[src/rtl/laser_point_feeder_if.sv]
// laser_point_feeder_if: host table/run port plus LASER engine port of the feeder
interface laser_point_feeder_if;
  logic       ld_en;
  logic [5:0] ld_addr;
  logic [3:0] ld_x, ld_y;
  logic       start;
  logic       laser_rst;
  logic [3:0] x, y;
  logic [3:0] c1x, c1y, c2x, c2y;
  logic       done;
  logic       busy;
  logic [5:0] score;
  logic       score_valid, timed_out;
  modport master (
    output ld_en, ld_addr, ld_x, ld_y, start, c1x, c1y, c2x, c2y, done,
    input  laser_rst, x, y, busy, score, score_valid, timed_out
  );
  modport slave (
    input  ld_en, ld_addr, ld_x, ld_y, start, c1x, c1y, c2x, c2y, done,
    output laser_rst, x, y, busy, score, score_valid, timed_out
  );
endinterface

[src/rtl/laser_point_feeder.sv]
// laser_point_feeder: streams a point table to LASER, then scores its two circles
module laser_point_feeder #(
  parameter int NPTS        = 40,
  parameter int TIMEOUT_CYC = 4095,
  parameter int R2          = 16
) (
  input logic                 clk,
  input logic                 rst,
  laser_point_feeder_if.slave bus
);
  typedef enum logic [2:0] {S_IDLE, S_PULSE, S_STREAM, S_WAIT, S_SCORE, S_REPORT} state_t;
  localparam logic [5:0]  LAST = 6'(NPTS - 1);
  localparam logic [5:0]  N6   = 6'(NPTS);
  localparam logic [11:0] TO   = 12'(TIMEOUT_CYC);
  localparam logic [8:0]  R2_9 = 9'(R2);
  state_t      state_q, state_d;
  logic [5:0]  idx_q, idx_d, acc_q, acc_d, score_q, score_d, idx_nx;
  logic [11:0] wcnt_q, wcnt_d;
  logic [3:0]  c1x_q, c1y_q, c2x_q, c2y_q, c1x_d, c1y_d, c2x_d, c2y_d;
  logic [3:0]  x_q, y_q, x_d, y_d;
  logic        laser_rst_q, laser_rst_d, busy_q, busy_d;
  logic        score_valid_q, score_valid_d, timed_out_q, timed_out_d;
  logic [3:0]  tx_q [NPTS];
  logic [3:0]  ty_q [NPTS];
  logic        wr, cov;
  function automatic logic [7:0] sq_diff(input logic [3:0] a, input logic [3:0] b);
    logic [3:0] d;
    d = a > b ? a - b : b - a;
    return {4'd0, d} * {4'd0, d};
  endfunction
  function automatic logic in_circle(input logic [3:0] px, input logic [3:0] py,
                                     input logic [3:0] cx, input logic [3:0] cy);
    return ({1'b0, sq_diff(px, cx)} + {1'b0, sq_diff(py, cy)}) <= R2_9;
  endfunction
  assign wr     = state_q == S_IDLE && bus.ld_en && bus.ld_addr < N6;
  assign idx_nx = idx_q + 6'd1;
  assign cov    = in_circle(tx_q[idx_q], ty_q[idx_q], c1x_q, c1y_q) |
                  in_circle(tx_q[idx_q], ty_q[idx_q], c2x_q, c2y_q);
  // point table write port; contents deliberately survive rst
  always_ff @(posedge clk) begin
    if (wr) begin
      tx_q[bus.ld_addr] <= bus.ld_x;
      ty_q[bus.ld_addr] <= bus.ld_y;
    end
  end
  // state register and registered outputs
  always_ff @(posedge clk) begin
    if (rst) begin
      state_q       <= S_IDLE;
      idx_q         <= '0;
      wcnt_q        <= '0;
      acc_q         <= '0;
      score_q       <= '0;
      c1x_q         <= '0;
      c1y_q         <= '0;
      c2x_q         <= '0;
      c2y_q         <= '0;
      x_q           <= '0;
      y_q           <= '0;
      laser_rst_q   <= 1'b0;
      busy_q        <= 1'b0;
      score_valid_q <= 1'b0;
      timed_out_q   <= 1'b0;
    end else begin
      state_q       <= state_d;
      idx_q         <= idx_d;
      wcnt_q        <= wcnt_d;
      acc_q         <= acc_d;
      score_q       <= score_d;
      c1x_q         <= c1x_d;
      c1y_q         <= c1y_d;
      c2x_q         <= c2x_d;
      c2y_q         <= c2y_d;
      x_q           <= x_d;
      y_q           <= y_d;
      laser_rst_q   <= laser_rst_d;
      busy_q        <= busy_d;
      score_valid_q <= score_valid_d;
      timed_out_q   <= timed_out_d;
    end
  end
  // next-state: DONE outranks the timeout limit in WAIT
  always_comb begin
    state_d = state_q;
    case (state_q)
      S_IDLE:   state_d = bus.start ? S_PULSE : S_IDLE;
      S_PULSE:  state_d = S_STREAM;
      S_STREAM: state_d = idx_q == LAST ? S_WAIT : S_STREAM;
      S_WAIT:   state_d = bus.done ? S_SCORE : (wcnt_q == TO ? S_REPORT : S_WAIT);
      S_SCORE:  state_d = idx_q == LAST ? S_REPORT : S_SCORE;
      S_REPORT: state_d = S_IDLE;
      default:  state_d = S_IDLE;
    endcase
  end
  // outputs and datapath for the upcoming cycle; X/Y and strobes default low
  always_comb begin
    idx_d         = idx_q;
    wcnt_d        = wcnt_q;
    acc_d         = acc_q;
    score_d       = score_q;
    timed_out_d   = timed_out_q;
    c1x_d         = c1x_q;
    c1y_d         = c1y_q;
    c2x_d         = c2x_q;
    c2y_d         = c2y_q;
    x_d           = '0;
    y_d           = '0;
    laser_rst_d   = 1'b0;
    score_valid_d = 1'b0;
    busy_d        = state_d != S_IDLE;
    case (state_q)
      S_IDLE: begin
        if (bus.start) begin
          laser_rst_d = 1'b1;
          timed_out_d = 1'b0;
          idx_d       = '0;
        end
      end
      S_PULSE: begin
        x_d = tx_q[0];
        y_d = ty_q[0];
      end
      S_STREAM: begin
        if (idx_q == LAST) wcnt_d = '0;
        else begin
          idx_d = idx_nx;
          x_d   = tx_q[idx_nx];
          y_d   = ty_q[idx_nx];
        end
      end
      S_WAIT: begin
        if (bus.done) begin
          c1x_d = bus.c1x;
          c1y_d = bus.c1y;
          c2x_d = bus.c2x;
          c2y_d = bus.c2y;
          idx_d = '0;
          acc_d = '0;
        end else if (wcnt_q == TO) begin
          timed_out_d   = 1'b1;
          score_d       = '0;
          score_valid_d = 1'b1;
        end else wcnt_d = wcnt_q + 12'd1;
      end
      S_SCORE: begin
        acc_d = acc_q + {5'd0, cov};
        idx_d = idx_nx;
        if (idx_q == LAST) begin
          score_d       = acc_q + {5'd0, cov};
          score_valid_d = 1'b1;
        end
      end
      default: ;
    endcase
  end
  assign bus.laser_rst   = laser_rst_q;
  assign bus.x           = x_q;
  assign bus.y           = y_q;
  assign bus.busy        = busy_q;
  assign bus.score       = score_q;
  assign bus.score_valid = score_valid_q;
  assign bus.timed_out   = timed_out_q;
endmodule

[src/flat_wrapper.sv]
// flat-port wrapper written by rule: the top's interface ports become plain ports
module laser_point_feeder_flat 
#(
  parameter int NPTS        = 40,
  parameter int TIMEOUT_CYC = 4095,
  parameter int R2          = 16
)
  (clk, rst, bus_ld_en, bus_ld_addr, bus_ld_x, bus_ld_y, bus_start, bus_c1x, bus_c1y, bus_c2x, bus_c2y, bus_done, bus_laser_rst, bus_x, bus_y, bus_busy, bus_score, bus_score_valid, bus_timed_out);
  laser_point_feeder_if bus_i ();
  input logic clk;
  input logic rst;
  input wire logic [$bits(bus_i.ld_en)-1:0] bus_ld_en;
  input wire logic [$bits(bus_i.ld_addr)-1:0] bus_ld_addr;
  input wire logic [$bits(bus_i.ld_x)-1:0] bus_ld_x;
  input wire logic [$bits(bus_i.ld_y)-1:0] bus_ld_y;
  input wire logic [$bits(bus_i.start)-1:0] bus_start;
  input wire logic [$bits(bus_i.c1x)-1:0] bus_c1x;
  input wire logic [$bits(bus_i.c1y)-1:0] bus_c1y;
  input wire logic [$bits(bus_i.c2x)-1:0] bus_c2x;
  input wire logic [$bits(bus_i.c2y)-1:0] bus_c2y;
  input wire logic [$bits(bus_i.done)-1:0] bus_done;
  output wire logic [$bits(bus_i.laser_rst)-1:0] bus_laser_rst;
  output wire logic [$bits(bus_i.x)-1:0] bus_x;
  output wire logic [$bits(bus_i.y)-1:0] bus_y;
  output wire logic [$bits(bus_i.busy)-1:0] bus_busy;
  output wire logic [$bits(bus_i.score)-1:0] bus_score;
  output wire logic [$bits(bus_i.score_valid)-1:0] bus_score_valid;
  output wire logic [$bits(bus_i.timed_out)-1:0] bus_timed_out;
  assign bus_i.ld_en = bus_ld_en;
  assign bus_i.ld_addr = bus_ld_addr;
  assign bus_i.ld_x = bus_ld_x;
  assign bus_i.ld_y = bus_ld_y;
  assign bus_i.start = bus_start;
  assign bus_i.c1x = bus_c1x;
  assign bus_i.c1y = bus_c1y;
  assign bus_i.c2x = bus_c2x;
  assign bus_i.c2y = bus_c2y;
  assign bus_i.done = bus_done;
  assign bus_laser_rst = bus_i.laser_rst;
  assign bus_x = bus_i.x;
  assign bus_y = bus_i.y;
  assign bus_busy = bus_i.busy;
  assign bus_score = bus_i.score;
  assign bus_score_valid = bus_i.score_valid;
  assign bus_timed_out = bus_i.timed_out;
  laser_point_feeder #(.NPTS(NPTS), .TIMEOUT_CYC(TIMEOUT_CYC), .R2(R2)) u_core (.clk(clk), .rst(rst), .bus(bus_i));
endmodule
[config.mk]
export PLATFORM = sky130hd
export DESIGN_NAME = laser_point_feeder_flat
export DESIGN_NICKNAME = d
export VERILOG_FILES = /design/src/rtl/laser_point_feeder_if.sv /design/src/rtl/laser_point_feeder.sv /design/src/flat_wrapper.sv
export SDC_FILE = /design/constraint.sdc
export NUM_CORES = 1
export LEC_CHECK = 0
export CAP_MARGIN = 40
export CORE_MARGIN = 2
export CORE_UTILIZATION = 45
export CTS_BUF_LIST = sky130_fd_sc_hd__clkbuf_8
export CTS_CLUSTER_SIZE = 12
export DETAILED_ROUTE_END_ITERATION = 6
export HOLD_SLACK_MARGIN = 0.06
export SYNTH_ARGS = -nofsm -noshare
export SYNTH_HDL_FRONTEND = slang
export SYNTH_SLANG_ARGS = --single-unit
[constraint.sdc]
create_clock -name clk -period 11.3 [get_ports clk]
set_input_delay 2.26 -clock clk [delete_from_list [all_inputs] [get_ports clk]]
set_output_delay 2.26 -clock clk [all_outputs]
set_load 0.05 [all_outputs]
# --- After elaboration in Yosys (flattened, before gate mapping) ---
# Memory sizes are Yosys's and may differ from the RTL's. A register that Yosys moved wholly into a read port is not among the register bits.
# Index checks and enable logic that the tools add are counted.
op_classes:
  n_eq_ne: 14
  n_addsub: 13
  n_bitwise: 2
  mux: 42
  magnitude_cmp: 7
  n_reduce_logical: 15
  mul: 4
ops:
  columns: ["cell", "count"]
  rows:
  - ["6-bit two-way mux", 10]
  - ["12-bit two-way mux", 3]
  - ["4-bit by 4-bit multiplier with 8-bit output", 4]
  - ["4-bit subtractor", 8]
  - ["4-bit two-way mux", 6]
  - ["12-bit case mux with 2 select lines", 1]
  - ["6-bit case mux with 2 select lines", 2]
  - ["6-bit case mux with 4 select lines", 1]
  - ["8-bit by 8-bit adder with 9-bit output", 2]
  - ["9-bit by 5-bit less-or-equal comparator with 1-bit output, second input constant", 2]
  - ["4-bit greater-than comparator", 4]
  - ["4-bit case mux with 2 select lines", 2]
  - ["4-bit AND reduction", 4]
  - ["3-bit case mux with 5 select lines", 1]
  - ["12-bit by 1-bit adder with 12-bit output, second input constant", 1]
  - ["12-bit equality test, second input constant", 1]
  - ["1-bit two-way mux", 12]
  - ["2-bit != test, second input constant", 5]
  - ["6-bit by 1-bit adder with 6-bit output", 1]
  - ["6-bit by 1-bit adder with 6-bit output, second input constant", 1]
  - ["3-bit by 2-bit equality test with 1-bit output, second input constant", 2]
  - ["6-bit equality test, second input constant", 1]
  - ["6-bit less-than comparator, second input constant", 1]
  - ["3-bit two-way mux", 2]
  - ["13 further kinds", 20]
word_totals:
  in_bits: 35
  elab_cells: 114
  register_bits: 61
  mem_count: 2
  output_inout_bits: 18
  ramBits: 320
mem_list:
  columns: ["memory", "words", "word_bits", "read_ports", "rd_ports_with_merged_regs", "wr", "line", "text"]
  rows:
  - ["u_core.tx_q", 40, 4, 3, 1, 1, "laser_point_feeder.sv:23", "logic [3:0] tx_q [NPTS];"]
  - ["u_core.ty_q", 40, 4, 3, 1, 1, "laser_point_feeder.sv:24", "logic [3:0] ty_q [NPTS];"]

# --- Longest topological paths before layout ---
# Gate-level depths: netlist of the first run.
logic_depth:
  word_depth: 9
  mapped_depth: 36

# --- Worst setup path before layout of the first run ---
# Ideal clock, no wire load.
synth_timing:
  path_kind: "flip-flop to flip-flop"
  from: "reg with a tool-made name"
  to: "reg u_core.acc_q[4]"
  setup_time_ns: 0.132
  synth_period_minus_slack_ns: 7.930
  setup_slack_ns: 3.370
  required_ns: 11.168
  path_stages_with_launch: 33
  path_buffers: 5
  t_arrival_ns: 7.798
  cell_sequence: "dfxtp_1 buf_6 buf_12 buf_12 buf_6 buf_4 mux4_2 a21oi_1 a32o_1 ha_1 inv_1 fa_1 a21o_1 a21o_1 a211o_1 and3_1 or3_1 fa_1 fa_1 fa_1 inv_1 fa_1 ha_1 inv_1 fa_1 a31oi_1 o41ai_1 ha_1 ha_1 nand3_1 and3_1 o21ai_0 a21oi_1"
synth_lines:
  columns: ["item", "line", "text"]
  rows:
  - ["to (signal assigned)", "laser_point_feeder.sv:52", "acc_q <= '0;"]
  - ["to (signal assigned)", "laser_point_feeder.sv:68", "acc_q <= acc_d;"]
  - ["to (decl)", "laser_point_feeder.sv:17", "logic [5:0] idx_q, idx_d, acc_q, acc_d, score_q, score_d, idx_nx;"]

==> impl_summary.txt, run 1 <==
----------------------------------------------------
[Outcome]
  Status ... complete, no violations

[Logic synthesis]
  Count of state elements after synthesis ... 387
  Post-synthesis async set-or-reset flop share ... 0%
  Area share of the largest cell type after synthesis ... ~45%
  Post-Synthesis Mean Instance Area ... roughly 13 um^2
  Warnings, synthesis ... 0
  Seq/Total Area, Yosys ... 50.7%
  Most area-consuming cells after synthesis ... sky130_fd_sc_hd__edfxtp_1, sky130_fd_sc_hd__mux4_2, sky130_fd_sc_hd__dfxtp_1, sky130_fd_sc_hd__ha_1, sky130_fd_sc_hd__mux2i_1
  Syn Std Cell Area ... 21600 um^2
  Cell variety after synth ... 75
  Gate count after technology mapping ... about 1700
  Most frequent cell after synthesis ... sky130_fd_sc_hd__edfxtp_1
  Net count after synthesis ... roughly 1800
  Most instantiated flip-flop cell in the synthesis netlist ... sky130_fd_sc_hd__edfxtp_1
  Cell types with the highest counts after synthesis ... sky130_fd_sc_hd__edfxtp_1, sky130_fd_sc_hd__nand2_1, sky130_fd_sc_hd__mux4_2
  Count of flip-flops with a built-in enable after synthesis ... 320
  Largest area contributor in the netlist ... sky130_fd_sc_hd__edfxtp_1

[STA]
  Worst-Margin Slew ... around 0.89 ns
  Setup TNS ... 0 ns
  Largest clock skew in the final design ... about 0.035 ns
  Top achievable clock speed ... ~0.11 GHz
  # setup viols final ... 0
  Max-slew headroom at the worst pin ... between 40% and 50%
  Fin crit share ... a little over 80%
  Final slew viol count ... 0
  Crit path time final ... between 9 and 10 ns
  Slack of the critical path ... 2.01 ns
  Setup repair after global routing missed its margin ... no
  Hold violation total from the final report ... 0

[Route]
  DR vias/cell ... ~6.1
  Number of detailed-routing iterations run before antenna repair ... 5
  DR WL/cell ... approximately 25 um
  Violation count after the first detailed-route iteration ... ~1300
  Post-route DRC violation count ... 0
  Residual antenna-violating net count after detailed routing ... 0
  Number of vias in the routed layout ... between 10000 and 15000
  Routed wire length ... around 60 mm

[Layout]
  Area growth, synth to finish ... 12.1%
  Number of antenna cells inserted ... 0
  Final cell utilization of the core ... between 50 and 60%
  Fraction of layout instances using a drive strength above 1 ... 15.7%
  Final standard cell area without fillers ... between 20000 and 25000 um^2
  # nets final ... roughly 1900
  Fillcell total ... around 4100

[Clock tree]
  Cts repair resizes ... 0
  Post-CTS setup buffers ... 0
  Number of H-tree branching levels ... 3
  TritonCTS clock tree ... built
  Number of hold-repair buffers added at the cts stage ... 0
  Buffer type at the clock tree root ... sky130_fd_sc_hd__clkbuf_8
  Clk slew on worst S/H paths ... around 0.060 ns
  Later-pin clock latency in the skew report ... 0.67 ns
  Longest Clk Path Bufs ... 3
  Inserted Clock Buffers ... 67
  Clk sink count ... 387

[Placed design]
  Placed wire-length estimate after detailed placement ... between 40 and 50 mm
  Pre-CTS setup slack ... between 2 and 2.5 ns
  Port Buffers ... 52
  Placer congestion estimate ... about 0.91
  Placed standard-cell area ... 23000 um^2

[Global routing]
  GRT Overall Usage ... 24.5%
  Congestion Overflow GR ... 0
  Number of global-route vias before repair ... between 10000 and 15000
  Maximum number of pins on one net before global-route repair ... slightly above 80
  First-pass GRT wire length ... 90.9 mm
  Antenna violations before repair ... 0

[Floorplanning]
  Starting utilization of the core area ... between 40% and 50%
  Number of rows created at floorplan ... 80
  CORE AREA ... 47500 um^2
  Horizontal die dimension ... between 200 and 250 um
  Y dimension of the die ... about 220 um
  Die area ... roughly 50000 um^2
  Number of placed I/O pins ... 53

[Power]
  P_leak ... about 8.4 nW
  Power per unit of standard cell area ... 129 nW/um^2
  Worst voltage drop across the vdd grid ... between 0.1 and 0.15 mV

[Critical path]
  Most frequent CP cell ... sky130_fd_sc_hd__fa_1
  Peak per-stage delay on the critical path ... 0.76 ns
  Data required time of the worst path ... 11.79 ns
  Cell with the largest stage delay on the worst path ... sky130_fd_sc_hd__dfxtp_4
  Type of the setup path with the least slack ... flop to flop
  Arr. time, crit path ... a little under 10 ns
  Kind of start point of the critical path ... flop
  Endpoint class of the critical path ... flop
  Cell depth of the worst flop-to-flop path ... 31
  Crit-path max FO ... 50

[Hold path]
  HP Class ... flop to flop
  Cell depth of the worst min-delay path ... 2

[Run]
  # Max-Cap Violations ... 0

----------------------------------------------------
[kinds of logic after synthesis]
| kind of cell | after synthesis | share of synthesized area [%] |
|---|---|---|
| AND/OR/NAND/NOR | 541 | 13.6 |
| flip-flops | 387 | 50.7 |
| AO/OA/AOI/OAI | 244 | 7.69 |
| multiplexers | 203 | 16.7 |
| buffers and inverters | 178 | 4.05 |
| adder cells (fa/ha/maj) | 98 | 6.72 |
| XOR/XNOR | 11 | 0.516 |
[power by group]
part	total [mW]	switching, mW	internal, mW
Clock	1.21	0.592	0.616
Sequential	1.56	0.0123	1.55
Combinational	0.344	0.201	0.143
Total	3.11	0.806	2.31
[per-layer routing]
| layer | track usage [%] | vias up | wire [um] |
|---|---|---|---|
| met5 | 0 | - | 0 |
| met4 | 10.4 | 0 | 2280 |
| met3 | 5.25 | 107 | 4680 |
| met2 | 39.5 | 618 | 28300 |
| met1 | 32.1 | 7351 | 24800 |
| li1 | - | 6643 | - |
[critical path: cells and delay by family (launching register included)]
| kind | cells | cell delay [ns] |
|---|---|---|
| adder cells (fa/ha/maj) | 9 | 3.45 |
| AO/OA/AOI/OAI | 12 | 2.48 |
| multiplexers | 2 | 1.15 |
| flip-flops | 1 | 0.76 |
| buffers and inverters | 4 | 0.63 |
| AND/OR/NAND/NOR | 3 | 0.46 |
| XOR/XNOR | 1 | 0.13 |
[state kept, by name (all words and copies together), names as in the netlist, 3 cells and up, named ones only]
name and cells:
u_core.c1x_q 4, u_core.tx_q 160, u_core.c1y_q 4, u_core.bus.score 6, u_core.wcnt_q 12, u_core.c2x_q 4
u_core.state_q 3, u_core.ty_q 160, u_core.idx_q 6, u_core.bus.y 4, u_core.bus.x 4, u_core.c2y_q 4
u_core.acc_q 6
[through the flow]
stage	hold WS, ns	std cells	total power [mW]
after global routing	0.491	2413	3.25
after global placement	0.448	2246	1.92
final	0.464	2413	3.11
after detailed placement	0.452	2294	1.94
after floorplan	0.436	1662	1.82
after CTS	0.460	2413	3.14
[cells in the final DEF, fill, tap and decap left out, types with 15 or more instances in the layout]
master / Yosys / final
sky130_fd_sc_hd__mux4_2: 96 / 96
sky130_fd_sc_hd__nor3b_1: 61 / 61
sky130_fd_sc_hd__ha_1: 68 / 67
sky130_fd_sc_hd__o21ai_0: 33 / 33
sky130_fd_sc_hd__clkbuf_8: 3 / 72
sky130_fd_sc_hd__nor2b_1: 32 / 32
sky130_fd_sc_hd__a211oi_1: 15 / 15
sky130_fd_sc_hd__nand4_1: 30 / 30
sky130_fd_sc_hd__clkdlybuf4s50_1: 0 / 51
sky130_fd_sc_hd__mux2i_1: 71 / 71
sky130_fd_sc_hd__buf_4: 8 / 53
sky130_fd_sc_hd__a21oi_1: 71 / 71
sky130_fd_sc_hd__nand3_1: 43 / 43
sky130_fd_sc_hd__edfxtp_1: 320 / 320
sky130_fd_sc_hd__a21o_1: 17 / 17
sky130_fd_sc_hd__nor2_1: 74 / 74
sky130_fd_sc_hd__and3_1: 15 / 15
sky130_fd_sc_hd__mux4_1: 20 / 20
sky130_fd_sc_hd__or3_1: 27 / 27
sky130_fd_sc_hd__a22oi_1: 17 / 17
sky130_fd_sc_hd__dfxtp_1: 67 / 62
sky130_fd_sc_hd__nor3_1: 44 / 44
sky130_fd_sc_hd__nand2_1: 138 / 138
sky130_fd_sc_hd__nand3b_1: 35 / 35
sky130_fd_sc_hd__inv_1: 74 / 101
sky130_fd_sc_hd__fa_1: 30 / 30
[cell type report]
class / count / area (um^2) / share of cell area, %
Clock buffer: 72 / 991 / 4.10
Clock inverter: 47 / 244 / 1.01
Inverter: 74 / 278 / 1.15
Multi-Input combinational cell: 1097 / 9800 / 40.5
Sequential cell: 387 / 11000 / 45.3
Tap cell: 615 / 769 / 3.18
Timing Repair Buffer: 121 / 1130 / 4.69
[final timing paths]
| kind | slack (ns) | startpoint | to |
|---|---|---|---|
| max | 2.01 | flop | u_core.acc_q[4]$_SDFFE_PP0P_ |
| min | 0.46 | u_core.c2x_q[3]$_SDFFE_PP0P_ | u_core.c2x_q[3]$_SDFFE_PP0P_ |
| max reg2reg | 2.01 | flop | u_core.acc_q[4]$_SDFFE_PP0P_ |
| min reg2reg | 0.46 | u_core.c2x_q[3]$_SDFFE_PP0P_ | u_core.c2x_q[3]$_SDFFE_PP0P_ |
(Power assumes the default switching activity.)
==> inputs of run 2 (changes only) <==
- clock period: 11.3 -> 9 ns (I/O delays scaled with it)
==> impl_summary.txt, run 2 (synthesis gave the netlist of run 1 again) <==
----------------------------------------------------
[Outcome]
  Status ... complete, no violations (unchanged)

[Placed design]
  Pre-CTS setup slack ... 0.252 ns (was 2.02 ns)
  Placed wire-length estimate after detailed placement ... 42.5 mm (was 41.4 mm)
  Placer congestion estimate ... 0.908 (was 0.906)
  Cell Count Post-Placement ... 2318 (was 2294)
  Placed standard-cell area ... 23200 um^2 (was 23000 um^2)
  Port Buffers ... 52 (unchanged)

[Layout]
  Largest registers ... u_core.tx_q: 160 flops, u_core.ty_q: 160 flops, u_core.wcnt_q: 12 flops (unchanged)
  Final standard cell area without fillers ... 24600 um^2 (was 24200 um^2)
  Cell Count, Final, Fillers Out ... 2447 (was 2413)
  # nets final ... 1914 (was 1881)
  Area growth, synth to finish ... 14.2% (was 12.1%)
  Number of antenna cells inserted ... 0 (unchanged)
  Highest-count cells in the layout ignoring fill and taps ... sky130_fd_sc_hd__edfxtp_1, sky130_fd_sc_hd__nand2_1, sky130_fd_sc_hd__mux4_2 (was sky130_fd_sc_hd__edfxtp_1, sky130_fd_sc_hd__nand2_1, sky130_fd_sc_hd__inv_1)
  Most frequent standard cell in the layout excluding fill and tap cells ... sky130_fd_sc_hd__edfxtp_1 (unchanged)
  Fraction of layout instances using a drive strength above 1 ... 18.8% (was 15.7%)

[Clock tree]
  TritonCTS clock tree ... built (unchanged)
  Buffer type at the clock tree root ... sky130_fd_sc_hd__clkbuf_8 (unchanged)
  Inserted Clock Buffers ... 69 (was 67)
  Clk slew on worst S/H paths ... 0.05 ns (was 0.06 ns)
  Longest Clk Path Bufs ... 3 (unchanged)
  Number of H-tree branching levels ... 3 (unchanged)
  Clk sink count ... 387 (unchanged)
  Later-pin clock latency in the skew report ... 0.66 ns (was 0.67 ns)

[STA]
  # setup viols final ... 0 (unchanged)
  Hold violation total from the final report ... 0 (unchanged)
  Final slew viol count ... 0 (unchanged)
  Crit path time final ... 8.56 ns (was 9.29 ns)
  Setup repair after global routing missed its margin ... no (unchanged)
  Largest clock skew in the final design ... 0.0410 ns (was 0.0345 ns)
  Max-slew headroom at the worst pin ... 35.7% (was 40.5%)
  Setup TNS ... 0 ns (unchanged)
  Worst-Margin Slew ... 0.961 ns (was 0.893 ns)
  Fin crit share ... 95.1% (was 82.2%)
  Top achievable clock speed ... 0.117 GHz (was 0.108 GHz)
  Slack of the critical path ... 0.437 ns (was 2.01 ns)

[Floorplanning]
  Horizontal die dimension ... 223 um (unchanged)
  Y dimension of the die ... 223 um (unchanged)
  Starting utilization of the core area ... 45.4% (unchanged)
  Number of placed I/O pins ... 53 (unchanged)
  Number of rows created at floorplan ... 80 (unchanged)
  Die area ... 49700 um^2 (unchanged)
  CORE AREA ... 47500 um^2 (unchanged)

[Route]
  DR WL/cell ... 25.2 um (was 24.9 um)
  Routed wire length ... 61.6 mm (was 60.1 mm)
  Number of detailed-routing iterations run before antenna repair ... 7 (was 5)
  Number of vias in the routed layout ... 15148 (was 14719)
  Residual antenna-violating net count after detailed routing ... 0 (unchanged)
  Post-route DRC violation count ... 0 (unchanged)
  Violation count after the first detailed-route iteration ... 1444 (was 1309)
  DR vias/cell ... 6.19 (was 6.10)

[Critical path]
  Crit-path max FO ... 6 (was 50)
  Type of the setup path with the least slack ... flop to flop (unchanged)
  Kind of start point of the critical path ... flop (unchanged)
  Data required time of the worst path ... 9.46 ns (was 11.79 ns)
  Family of cells with the greatest summed delay on the critical path ... adder cells (unchanged)
  Most frequent CP cell ... sky130_fd_sc_hd__fa_1 (unchanged)
  Peak per-stage delay on the critical path ... 0.57 ns (was 0.76 ns)
  Endpoint class of the critical path ... flop (unchanged)
  Arr. time, crit path ... 9.03 ns (was 9.78 ns)
  Cell with the largest stage delay on the worst path ... sky130_fd_sc_hd__fa_1 (was sky130_fd_sc_hd__dfxtp_4)
  Number of buffer and inverter stages on the critical path ... 5 (was 4)

[Power]
  Tot Pwr ... 3.99 mW (was 3.11 mW)
  Share of power burned in registers ... 49.0% (was 50.1%)
  P_leak ... 8.61 nW (was 8.39 nW)
  Part of the power in combinational logic ... 11.3% (was 11.0%)
  Internal power ... 2.96 mW (was 2.31 mW)
  Clock power frac ... 39.7% (was 38.8%)
  Psw ... 1.03 mW (was 0.806 mW)
  Power per unit of standard cell area ... 162 nW/um^2 (was 129 nW/um^2)
  Worst voltage drop across the vdd grid ... 0.156 mV (was 0.112 mV)
  Switching share of power ... 25.9% (about the same)

[Global routing]
  Number of global-route vias before repair ... 14912 (was 14668)
  GRT Overall Usage ... 24.7% (was 24.5%)
  Antenna violations before repair ... 0 (unchanged)
  First-pass GRT wire length ... 91.4 mm (was 90.9 mm)
  Congestion Overflow GR ... 0 (unchanged)
  Maximum number of pins on one net before global-route repair ... 99 (was 82)

[Hold path]
  HP Class ... flop to flop (unchanged)

[Run]
  # Max-Cap Violations ... 0 (unchanged)

----------------------------------------------------
[run 2: cell count changes in the layout (fill, tap and decap cells not counted), moves of 3 or more]
cell                       previous run  this run
sky130_fd_sc_hd__clkinv_1            10         5
sky130_fd_sc_hd__ha_2                 0         3
sky130_fd_sc_hd__inv_1              101        94
sky130_fd_sc_hd__ha_1                67        64
sky130_fd_sc_hd__inv_6                3         0
sky130_fd_sc_hd__clkinv_2             3        13
sky130_fd_sc_hd__a211oi_1            15        11
sky130_fd_sc_hd__buf_4               53        79
sky130_fd_sc_hd__a211oi_2             1         5
sky130_fd_sc_hd__buf_12               1         4
sky130_fd_sc_hd__clkbuf_8            72        78
[run 2: final timing paths]
kind | startpoint | to | cells past startpoint | slack [ns]
setup / recovery | flop | u_core.acc_q[4]$_SDFFE_PP0P_ | 34 | 0.44
hold / removal | u_core.c1y_q[3]$_SDFFE_PP0P_ | u_core.c1y_q[3]$_SDFFE_PP0P_ | 2 | 0.46
hold reg to reg | u_core.c1y_q[3]$_SDFFE_PP0P_ | u_core.c1y_q[3]$_SDFFE_PP0P_ | 2 | 0.46
setup reg to reg | flop | u_core.acc_q[4]$_SDFFE_PP0P_ | 34 | 0.44
[run 2: repair_timing]
item / in CTS / in global routing
resized for setup: 0 / 21
setup endpoints to repair: 0 / 6
setup buffers: 0 / 6
endpoints found under the hold margin: 0 / 0
hold buffers: 0 / 0
[run 2: worst min-delay path: stages (launching register included)]
cell and delay [ns]:
sky130_fd_sc_hd__dfxtp_1 0.31, sky130_fd_sc_hd__nand2_1 0.05, sky130_fd_sc_hd__a21oi_1 0.05
[run 2: final cells by class]
class	instances	area, um^2
Fill cell	4066	22900
Sequential cell	387	11000
Multi-Input combinational cell	1097	9890
Clock buffer	78	1070
Clock inverter	44	243
Timing Repair Buffer	152	1430
Inverter	74	278
Tap cell	615	769
[run 2: through the flow]
stage	utilization (%)	hold slack, ns
final	51.8	0.459
after floorplan	-	0.436
after CTS	51.5	0.465
after global placement	48.0	0.448
after global routing	51.8	0.488
after detailed placement	48.8	0.456
[run 2: power by group through the flow]
stage / Clock, mW / Combinational [mW] / Sequential [mW]
2_1_floorplan: 0 / 0.289 / 1.99
3_3_place_gp: 0 / 0.424 / 1.99
3_5_place_dp: 0 / 0.441 / 1.99
4_1_cts: 1.62 / 0.444 / 1.96
5_1_grt: 1.69 / 0.504 / 1.96
6_report: 1.59 / 0.450 / 1.96
[run 2: layer usage]
| metal | vias to the layer above | track usage [%] | part of all wire, % |
|---|---|---|---|
| met5 | - | 0 | 0 |
| met4 | 0 | 9.24 | 3.6 |
| met3 | 149 | 4.73 | 7.8 |
| met2 | 695 | 40.2 | 47 |
| met1 | 7600 | 33.0 | 42 |
| li1 | 6704 | - | - |
==> inputs of run 3 (changes only) <==
- CELL_PAD_IN_SITES_DETAIL_PLACEMENT: default -> 0
- CELL_PAD_IN_SITES_GLOBAL_PLACEMENT: default -> 1
- PLACE_DENSITY_LB_ADDON: default -> 0.1
==> impl_summary.txt, run 3 (synthesis gave the netlist of run 1 again) <==
----------------------------------------------------
[Global routing]
  Maximum number of pins on one net before global-route repair ... 81 (was 99)
  Antenna violations before repair ... 0 (unchanged)
  Congestion Overflow GR ... 0 (unchanged)
  First-pass GRT wire length ... 93.7 mm (was 91.4 mm)
  GRT Overall Usage ... 25.6% (was 24.7%)
  Number of global-route vias before repair ... 14946 (was 14912)

[Floorplanning]
  Y dimension of the die ... 223 um (unchanged)
  Number of placed I/O pins ... 53 (unchanged)
  Horizontal die dimension ... 223 um (unchanged)
  Starting utilization of the core area ... 45.4% (unchanged)
  Number of rows created at floorplan ... 80 (unchanged)
  CORE AREA ... 47500 um^2 (unchanged)
  Die area ... 49700 um^2 (unchanged)

[Power]
  P_leak ... 8.66 nW (was 8.61 nW)
  Power per unit of standard cell area ... 162 nW/um^2 (about the same)
  Worst voltage drop across the vdd grid ... 0.103 mV (was 0.156 mV)
  Tot Pwr ... 3.98 mW (was 3.99 mW)

[Placed design]
  Pre-CTS setup slack ... 0.212 ns (was 0.252 ns)
  Cell Count Post-Placement ... 2328 (was 2318)
  Port Buffers ... 52 (unchanged)
  Placer congestion estimate ... 0.865 (was 0.908)
  Placed wire-length estimate after detailed placement ... 43.5 mm (was 42.5 mm)

[Clock tree]
  Longest Clk Path Bufs ... 3 (unchanged)
  Number of hold-repair buffers added at the cts stage ... 0 (unchanged)
  Buffer type at the clock tree root ... sky130_fd_sc_hd__clkbuf_8 (unchanged)
  Clk sink count ... 387 (unchanged)
  Clk slew on worst S/H paths ... 0.06 ns (was 0.05 ns)
  Inserted Clock Buffers ... 69 (unchanged)
  Later-pin clock latency in the skew report ... 0.66 ns (about the same)
  TritonCTS clock tree ... built (unchanged)
  Number of H-tree branching levels ... 3 (unchanged)

[STA]
  Setup TNS ... 0 ns (unchanged)
  # setup viols final ... 0 (unchanged)
  Fin crit share ... 95.0% (was 95.1%)
  Largest clock skew in the final design ... 0.0447 ns (was 0.0410 ns)
  Top achievable clock speed ... 0.117 GHz (about the same)
  Worst Hold Slack ... 0.463 ns (was 0.459 ns)
  Final slew viol count ... 0 (unchanged)
  Crit path time final ... 8.55 ns (was 8.56 ns)
  Setup repair after global routing missed its margin ... no (unchanged)
  Slack of the critical path ... 0.448 ns (was 0.437 ns)
  Max-slew headroom at the worst pin ... 41.1% (was 35.7%)
  Hold violation total from the final report ... 0 (unchanged)
  Worst-Margin Slew ... 0.883 ns (was 0.961 ns)

[Layout]
  Cell Count, Final, Fillers Out ... 2463 (was 2447)
  Area growth, synth to finish ... 14.2% (about the same)
  Register area ... 11000 um^2 (unchanged)
  Multi-input gate area in the final layout ... 9860 um^2 (was 9890 um^2)
  Fraction of layout instances using a drive strength above 1 ... 18.5% (was 18.8%)
  Largest registers ... u_core.tx_q: 160 flops, u_core.ty_q: 160 flops, u_core.wcnt_q: 12 flops (unchanged)
  # nets final ... 1926 (was 1914)
  Highest-count cells in the layout ignoring fill and taps ... sky130_fd_sc_hd__edfxtp_1, sky130_fd_sc_hd__nand2_1, sky130_fd_sc_hd__inv_1 (was sky130_fd_sc_hd__edfxtp_1, sky130_fd_sc_hd__nand2_1, sky130_fd_sc_hd__mux4_2)
  Most frequent standard cell in the layout excluding fill and tap cells ... sky130_fd_sc_hd__edfxtp_1 (unchanged)
  Fillcell total ... 4087 (was 4066)

[Critical path]
  Endpoint class of the critical path ... flop (unchanged)
  Cell depth of the worst flop-to-flop path ... 28 (was 34)
  Type of the setup path with the least slack ... flop to flop (unchanged)
  Crit-path max FO ... 8 (was 6)
  Arr. time, crit path ... 9.03 ns (about the same)
  Peak per-stage delay on the critical path ... 0.59 ns (was 0.57 ns)
  Cell with the largest stage delay on the worst path ... sky130_fd_sc_hd__mux4_2 (was sky130_fd_sc_hd__fa_1)
  Data required time of the worst path ... 9.48 ns (was 9.46 ns)
  Kind of start point of the critical path ... flop (unchanged)
  Most frequent CP cell ... sky130_fd_sc_hd__fa_1 (unchanged)

[Route]
  Violation count after the first detailed-route iteration ... 1231 (was 1444)
  Routed wire length ... 63.4 mm (was 61.6 mm)
  Residual antenna-violating net count after detailed routing ... 0 (unchanged)
  Number of vias in the routed layout ... 15047 (was 15148)
  DR WL/cell ... 25.7 um (was 25.2 um)
  DR vias/cell ... 6.11 (was 6.19)
  Post-route DRC violation count ... 0 (unchanged)
  Number of detailed-routing iterations run before antenna repair ... 5 (was 7)

[Outcome]
  Status ... complete, no violations (unchanged)

[Hold path]
  HP Class ... flop to flop (unchanged)
  Cell depth of the worst min-delay path ... 2 (unchanged)

[Run]
  # Max-Cap Violations ... 0 (unchanged)

----------------------------------------------------
[run 3: changes by cell type in the layout (fill, tap and decap cells not counted), moves of 2 or more]
cell,change
sky130_fd_sc_hd__diode_2,+2
sky130_fd_sc_hd__buf_12,-3
sky130_fd_sc_hd__inv_1,+8
sky130_fd_sc_hd__clkinv_2,-10
sky130_fd_sc_hd__clkbuf_8,+4
sky130_fd_sc_hd__ha_2,-2
sky130_fd_sc_hd__clkinv_1,+2
sky130_fd_sc_hd__a32o_1,+2
sky130_fd_sc_hd__buf_4,+18
sky130_fd_sc_hd__a32o_2,-2
[run 3: path summary, 6_finish.rpt]
path	startpoint	to	slack [ns]
setup / recovery	flop	u_core.acc_q[4]$_SDFFE_PP0P_	0.45
hold / removal	u_core.c1x_q[3]$_SDFFE_PP0P_	u_core.c1x_q[3]$_SDFFE_PP0P_	0.46
setup reg to reg	flop	u_core.acc_q[4]$_SDFFE_PP0P_	0.45
hold reg to reg	u_core.c1x_q[3]$_SDFFE_PP0P_	u_core.c1x_q[3]$_SDFFE_PP0P_	0.46
[run 3: cell type report]
| class | instances | area share [%] |
|---|---|---|
| Antenna cell | 2 | 0.0203 |
| Clock buffer | 82 | 4.58 |
| Clock inverter | 42 | 0.736 |
| Inverter | 74 | 1.13 |
| Multi-Input combinational cell | 1097 | 40.0 |
| Sequential cell | 387 | 44.5 |
| Tap cell | 615 | 3.12 |
| Timing Repair Buffer | 164 | 5.89 |
[run 3: routing by layer]
layer / part of all wire [%] / global-route usage [%]
met2: 47 / 41.5
met1: 42 / 34.4
met4: 3.3 / 10.4
met3: 7.4 / 4.37
met5: 0 / 0
[run 3: timing repair]
action	CTS	global route
setup buffers	0	8
endpoints found under the setup margin	0	10
gates resized for setup	0	14
[run 3: stage by stage]
step | cell area [um^2] | util, %
after floorplan | 21600 | -
after global placement | 22900 | 48.1
after detailed placement | 23200 | 48.8
after CTS | 24500 | 51.5
after global routing | 24600 | 51.8
final | 24600 | 51.8
[run 3: critical path: cells and delay by family (launching register included)]
kind	cells	cell delay [ns]
DFF	1	0.47
and+or+nand+nor	5	1.15
AOI/OAI and AO/OA	8	1.56
muxes	2	1.11
adders and majority gates	9	3.59
buffers and inverters	4	0.49
[run 3: power by group]
part | leakage (nW) | switching [mW] | total [mW] | internal [mW]
combinational | 4.46 | 0.264 | 0.448 | 0.185
sequential | 3.42 | 0.00992 | 1.95 | 1.94
clock | 0.772 | 0.751 | 1.58 | 0.826
